File: src/rtl/gshare_update_sched.sv
// Write sequencer for a single-write-port gshare PHT: init/flush sweep, buffered
// dual-slot counter updates drained one per cycle, and mispredict GHSR restore.
module gshare_update_sched #(
    parameter int PHT_W  = 8,
    parameter int GHSR_W = 8,
    parameter int QDEPTH = 4
) (
    input  logic                         clk,
    input  logic                         reset_n,
    input  logic                         flush_req,
    input  logic                         exe0_valid,
    input  logic                         exe1_valid,
    input  logic                         exe0_is_bj,
    input  logic                         exe1_is_bj,
    input  logic                         exe0_taken,
    input  logic                         exe1_taken,
    input  logic                         exe0_mispredict,
    input  logic                         exe1_mispredict,
    input  logic [31:0]                  exe0_pc,
    input  logic [31:0]                  exe1_pc,
    input  logic [GHSR_W-1:0]            exe0_ghsr,
    input  logic [GHSR_W-1:0]            exe1_ghsr,
    output logic                         upd_ready,
    output logic                         pht_wr_en,
    output logic                         pht_wr_init,
    output logic [PHT_W-1:0]             pht_wr_addr,
    output logic                         pht_wr_taken,
    output logic                         ghsr_restore_valid,
    output logic [GHSR_W-1:0]            ghsr_restore,
    output logic                         init_done,
    output logic [$clog2(QDEPTH+1)-1:0]  q_count
);

    localparam int CNT_W   = $clog2(QDEPTH+1);
    localparam int PTR_W   = $clog2(QDEPTH);
    localparam int ENTRIES = 1 << PHT_W;

    typedef enum logic [1:0] {ST_INIT, ST_RUN, ST_FLUSH} state_t;

    state_t             state, state_next;
    logic [PHT_W:0]     idx;
    logic               sweep_done;
    logic [PHT_W:0]     fifo_mem [QDEPTH];
    logic [PTR_W-1:0]   wptr, rptr;
    logic               q0_ok, q1_ok, m0, m1;
    logic               do_enq, do_deq;
    logic [1:0]         n_enq;
    logic [PHT_W:0]     ent0, ent1, first_ent;
    logic               unused_pc_bits;

    function automatic logic [PHT_W-1:0] gshare_hash(input logic [GHSR_W-1:0] g,
                                                     input logic [31:0] pc);
        return pc[PHT_W+1:2] ^ PHT_W'(g);
    endfunction

    assign unused_pc_bits = ^{exe0_pc[31:PHT_W+2], exe0_pc[1:0],
                              exe1_pc[31:PHT_W+2], exe1_pc[1:0]};

    // idx runs one past the last entry so the final write is visible before RUN
    assign sweep_done = (idx == (PHT_W+1)'(ENTRIES));
    assign init_done  = (state == ST_RUN);
    assign upd_ready  = (state == ST_RUN) && (q_count <= CNT_W'(QDEPTH-2));
    assign do_enq     = upd_ready && !flush_req;
    assign do_deq     = (state == ST_RUN) && !flush_req && (q_count != '0);

    always_comb begin
        q0_ok     = exe0_valid && exe0_is_bj;
        // a mispredicting exe0 makes exe1 wrong-path
        q1_ok     = exe1_valid && exe1_is_bj && !(q0_ok && exe0_mispredict);
        m0        = q0_ok && exe0_mispredict;
        m1        = exe1_valid && exe1_is_bj && exe1_mispredict;
        ent0      = {gshare_hash(exe0_ghsr, exe0_pc), exe0_taken};
        ent1      = {gshare_hash(exe1_ghsr, exe1_pc), exe1_taken};
        first_ent = q0_ok ? ent0 : ent1;
        n_enq     = 2'b00;
        if (do_enq)
            n_enq = {1'b0, q0_ok} + {1'b0, q1_ok};
    end

    always_ff @(posedge clk or negedge reset_n) begin
        if (!reset_n)
            state <= ST_INIT;
        else
            state <= state_next;
    end

    always_comb begin
        state_next = state;
        case (state)
            ST_RUN:  if (flush_req) state_next = ST_FLUSH;
            default: if (!flush_req && sweep_done) state_next = ST_RUN;
        endcase
    end

    always_ff @(posedge clk) begin
        if (n_enq != 2'b00) begin
            fifo_mem[wptr] <= first_ent;
            if (n_enq == 2'b10)
                fifo_mem[wptr + PTR_W'(1)] <= ent1;
        end
    end

    always_ff @(posedge clk or negedge reset_n) begin
        if (!reset_n) begin
            idx          <= '0;
            wptr         <= '0;
            rptr         <= '0;
            q_count      <= '0;
            pht_wr_en    <= 1'b0;
            pht_wr_init  <= 1'b0;
            pht_wr_addr  <= '0;
            pht_wr_taken <= 1'b0;
        end else if (flush_req) begin
            idx         <= '0;
            wptr        <= '0;
            rptr        <= '0;
            q_count     <= '0;
            pht_wr_en   <= 1'b0;
            pht_wr_init <= 1'b0;
        end else if (state != ST_RUN) begin
            if (!sweep_done) begin
                pht_wr_en    <= 1'b1;
                pht_wr_init  <= 1'b1;
                pht_wr_addr  <= idx[PHT_W-1:0];
                pht_wr_taken <= 1'b0;
                idx          <= idx + 1'b1;
            end else begin
                pht_wr_en   <= 1'b0;
                pht_wr_init <= 1'b0;
                idx         <= '0;
            end
        end else begin
            // RUN: pop head onto the write port, push accepted EXE results
            pht_wr_en   <= do_deq;
            pht_wr_init <= 1'b0;
            if (do_deq) begin
                {pht_wr_addr, pht_wr_taken} <= fifo_mem[rptr];
                rptr <= rptr + PTR_W'(1);
            end
            wptr    <= wptr + PTR_W'(n_enq);
            q_count <= q_count + CNT_W'(n_enq) - CNT_W'(do_deq);
        end
    end

    always_ff @(posedge clk or negedge reset_n) begin
        if (!reset_n) begin
            ghsr_restore_valid <= 1'b0;
            ghsr_restore       <= '0;
        end else begin
            ghsr_restore_valid <= m0 || m1;
            if (m0)
                ghsr_restore <= {exe0_ghsr[GHSR_W-2:0], exe0_taken};
            else if (m1)
                ghsr_restore <= {exe1_ghsr[GHSR_W-2:0], exe1_taken};
        end
    end

endmodule

File: config.mk
export PLATFORM = sky130hd
export DESIGN_NAME = gshare_update_sched
export DESIGN_NICKNAME = d
export VERILOG_FILES = /design/src/rtl/gshare_update_sched.sv
export SDC_FILE = /design/constraint.sdc
export NUM_CORES = 1
export LEC_CHECK = 0
export BUFFER_PORTS_ARGS = -buffer_cell sky130_fd_sc_hd__buf_4
export CORE_UTILIZATION = 56
export DETAILED_ROUTE_END_ITERATION = 8
export GPL_TIMING_DRIVEN = 0
export PLACE_DENSITY = 0.88
export SLEW_MARGIN = 10
export SYNTH_ARGS = -nofsm -noshare
export SYNTH_HDL_FRONTEND = slang
export SYNTH_SLANG_ARGS = --single-unit
File: constraint.sdc
create_clock -name clk -period 5.2 [get_ports clk]
set_clock_uncertainty 0.15 [all_clocks]
set_input_delay 0.52 -clock clk [delete_from_list [all_inputs] [get_ports clk]]
set_output_delay 0.52 -clock clk [all_outputs]
set_load 0.03 [all_outputs]
==> run summary <==
RSZ-0062 raised after global routing: no
Area of the mapped netlist: 0.00403 mm^2
Slew HR: 38.5%
Mapped Nets: 433
CP endpoint kind: flip-flop
Initial Util: 58.7%
Gr usage total: 25.2%
ANT cells: 0
Global route overflow: 0
Share of cells above drive strength 1: 29.9%
Setup violators final: 0
Syn avg cell area: 12.1 um^2
DRC Markers: 0
Met1 Use GR: 30.4%
Hold Fails Final Rpt: 0
Sequential cell area: 0.00203 mm^2
Via Count: 2931
F_max: 0.281 GHz
CTS resizes: 0
Drt initial violations: 177
Synth top area cells: edfxtp_1 (27%), dfrtp_1 (24%), mux2i_1 (12%)
Site Rows: 30
Critical Path AT: 3690 ps
Global-route wire length before repair: 14200 um
Critical path type: in -> reg
Hold-fix buffers, CTS: 1
Final period utilization: 68.5%
Crit start category: input pin
Slew Viols, Final: 0
Post-CTS Setup Bufs: 0
Post-synth EDFFs: 36
HP Class: in -> reg
Status: complete, no violations
Final nets: 512
CTS tree: yes
Post-route ant nets: 0
GR Layer Usage met3: 4.00%
Worst skew pair latency: 350 ps
CP max FO: 10
Tmin final: 3560 ps
Vias in the first global route: 2991
Pleak: 2.16 nW
Final Util: 71.3%
I/O Buffers: 67
Final Non-Filler Cells: 514
Via density: 5.70
Die Y: 86.8 um
Async SR Flop Fraction: 51.4%
MaxCap Viol Count: 0
Synth area leader: edfxtp_1
Most common cell in the synthesized netlist: mux2i_1
#FFs+latches synth: 74
Top-area cell type share of the netlist area: 26.8%
Io pins: 116
Synthesized instance count: 334
Pre-antenna DRT Iters: 5
DP HPWL: 6160 um
Total Wirelength: 8690 um
CTS Buf Count: 9
Worst-margin pin slew: 919 ps
Power Total: 1.44 mW
Cells after DPL: 497
Seq/Total Area, Yosys: 50.4%
GR peak layer: met2
Clock Sinks: 74
Commonest cells in the netlist: mux2i_1 (49), dfrtp_1 (38), edfxtp_1 (36), nand2_1 (24), mux2_2 (19)
Yosys warns: 0
CTS HTree Levels: 3
Root Buffer: clkbuf_8
Power density over cell area: 293 mW/mm^2
Die area: 0.00754 mm^2
Initial antenna violation count: 0
Reg clk slew, reported paths: 80 ps
Met2 Usage GRT: 44.0%
Required @ worst endpoint: 5330 ps
Placeable Area: 0.00687 mm^2
Max VDD drop: 0.217 mV
Largest net degree at the start of global routing: 39
Die X: 86.8 um
Area grow syn2layout: 21.5%
Fill count: 478
Multi-input gate area: 0.00185 mm^2
Clock Path Buffers: 2
Setup TNS: 0 ps
DR WL/cell: 16.9 um
Distinct cell type count after synthesis: 45
Main flop type after synthesis: dfrtp_1
Final Wtd Congestion: 0.797
==> worst max-delay path, stage by stage <==
cell and delay [ps]:
buf_4 80, and3_1 130, clkbuf_1 300, clkbuf_1 410, nor2_1 120, ha_1 370, and3_1 200, inv_1 50
ha_1 280, inv_1 60, ha_1 130, inv_1 50, fa_1 370, xor2_1 150, or3_1 310, a21oi_1 150
==> registers in the layout (all words and copies together) (netlist names) <==
| signal | count |
|---|---|
| pht_wr_init | 1 |
| idx | 9 |
| pht_wr_en | 1 |
| state | 2 |
| rptr | 2 |
| fifo_mem | 36 |
| pht_wr_addr | 8 |
| pht_wr_taken | 1 |
| q_count | 3 |
| wptr | 2 |
| ghsr_restore_valid | 1 |
| ghsr_restore | 8 |
==> logic make-up (layout without fill, tap and decap cells) <==
logic type	count (synthesis)	in the layout	synth area share, %
and+or+nand+nor	69	69	9.16
DFF	74	74	50.4
AOI/OAI and AO/OA	62	62	10.9
adders and majority gates	8	8	2.67
buffers and inverters	31	115	3.91
muxes	72	72	19.1
xor gates and xnor gates	18	18	3.91
==> through the flow <==
| step | hold slack, ps | setup WS, ps | instance area, um^2 |
|---|---|---|---|
| finish | 232 | 1640 | 4900 |
| global route | 246 | 1330 | 4900 |
| CTS | 230 | 1650 | 4900 |
| detailed placement | 340 | 1280 | 4660 |
| global placement | 330 | 1370 | 4650 |
| floorplan | 74.4 | 1810 | 4030 |
==> cell type report <==
cell class              count  area share [%]
clock buffers              13            3.70
multi-input cells         229            37.8
flip-flops and latches     74            41.5
clock inverters             3           0.868
well taps                  96            2.45
repair buffers             68            10.5
inverters                  12           0.920
plain buffers              19            2.30
==> where the power goes <==
group	total, mW	internal [mW]	switching (mW)
combinational	0.260	0.117	0.143
clock	0.499	0.280	0.219
sequential	0.677	0.651	0.0264
==> cell usage in the layout, fill, tap and decap left out, types with 6 or more instances in the layout <==
master    netlist  final
mux2i_1        49     49
buf_4           4     71
edfxtp_1       36     36
inv_1          11     11
ha_1            7      7
mux2_2         19     19
o31ai_1         8      8
a21oi_1        13     13
dfrtp_1        38     38
nand2_1        24     24
nand2b_1        6      6
o21ai_0        12     12
xnor2_1        17     17
a31oi_1         7      7
nor2_1         13     13
a22oi_1         8      8
clkbuf_8        0      9
clkbuf_1        9     11
==> final timing paths <==
path / start / depth (start not counted) / to / slack [ps]
max: exe0_valid / 16 / q_count[2] / 1640
min: exe0_ghsr[0] / 3 / ghsr_restore[1] / 230
max reg2reg: state[1] / 14 / q_count[2] / 2120
min reg2reg: pht_wr_addr[7] / 1 / pht_wr_addr[7] / 350
max in group asynchronous: reset_n / 2 / ghsr_restore[3] / 4000
min in group asynchronous: reset_n / 2 / wptr[0] / 560
==> layer usage <==
metal	vias to the layer above	share of wire, %
li1	1384	-
met1	1428	42
met2	107	50
met3	12	5.3
met4	0	1.8
met5	-	0
Power figures use the tool's default switching activity.
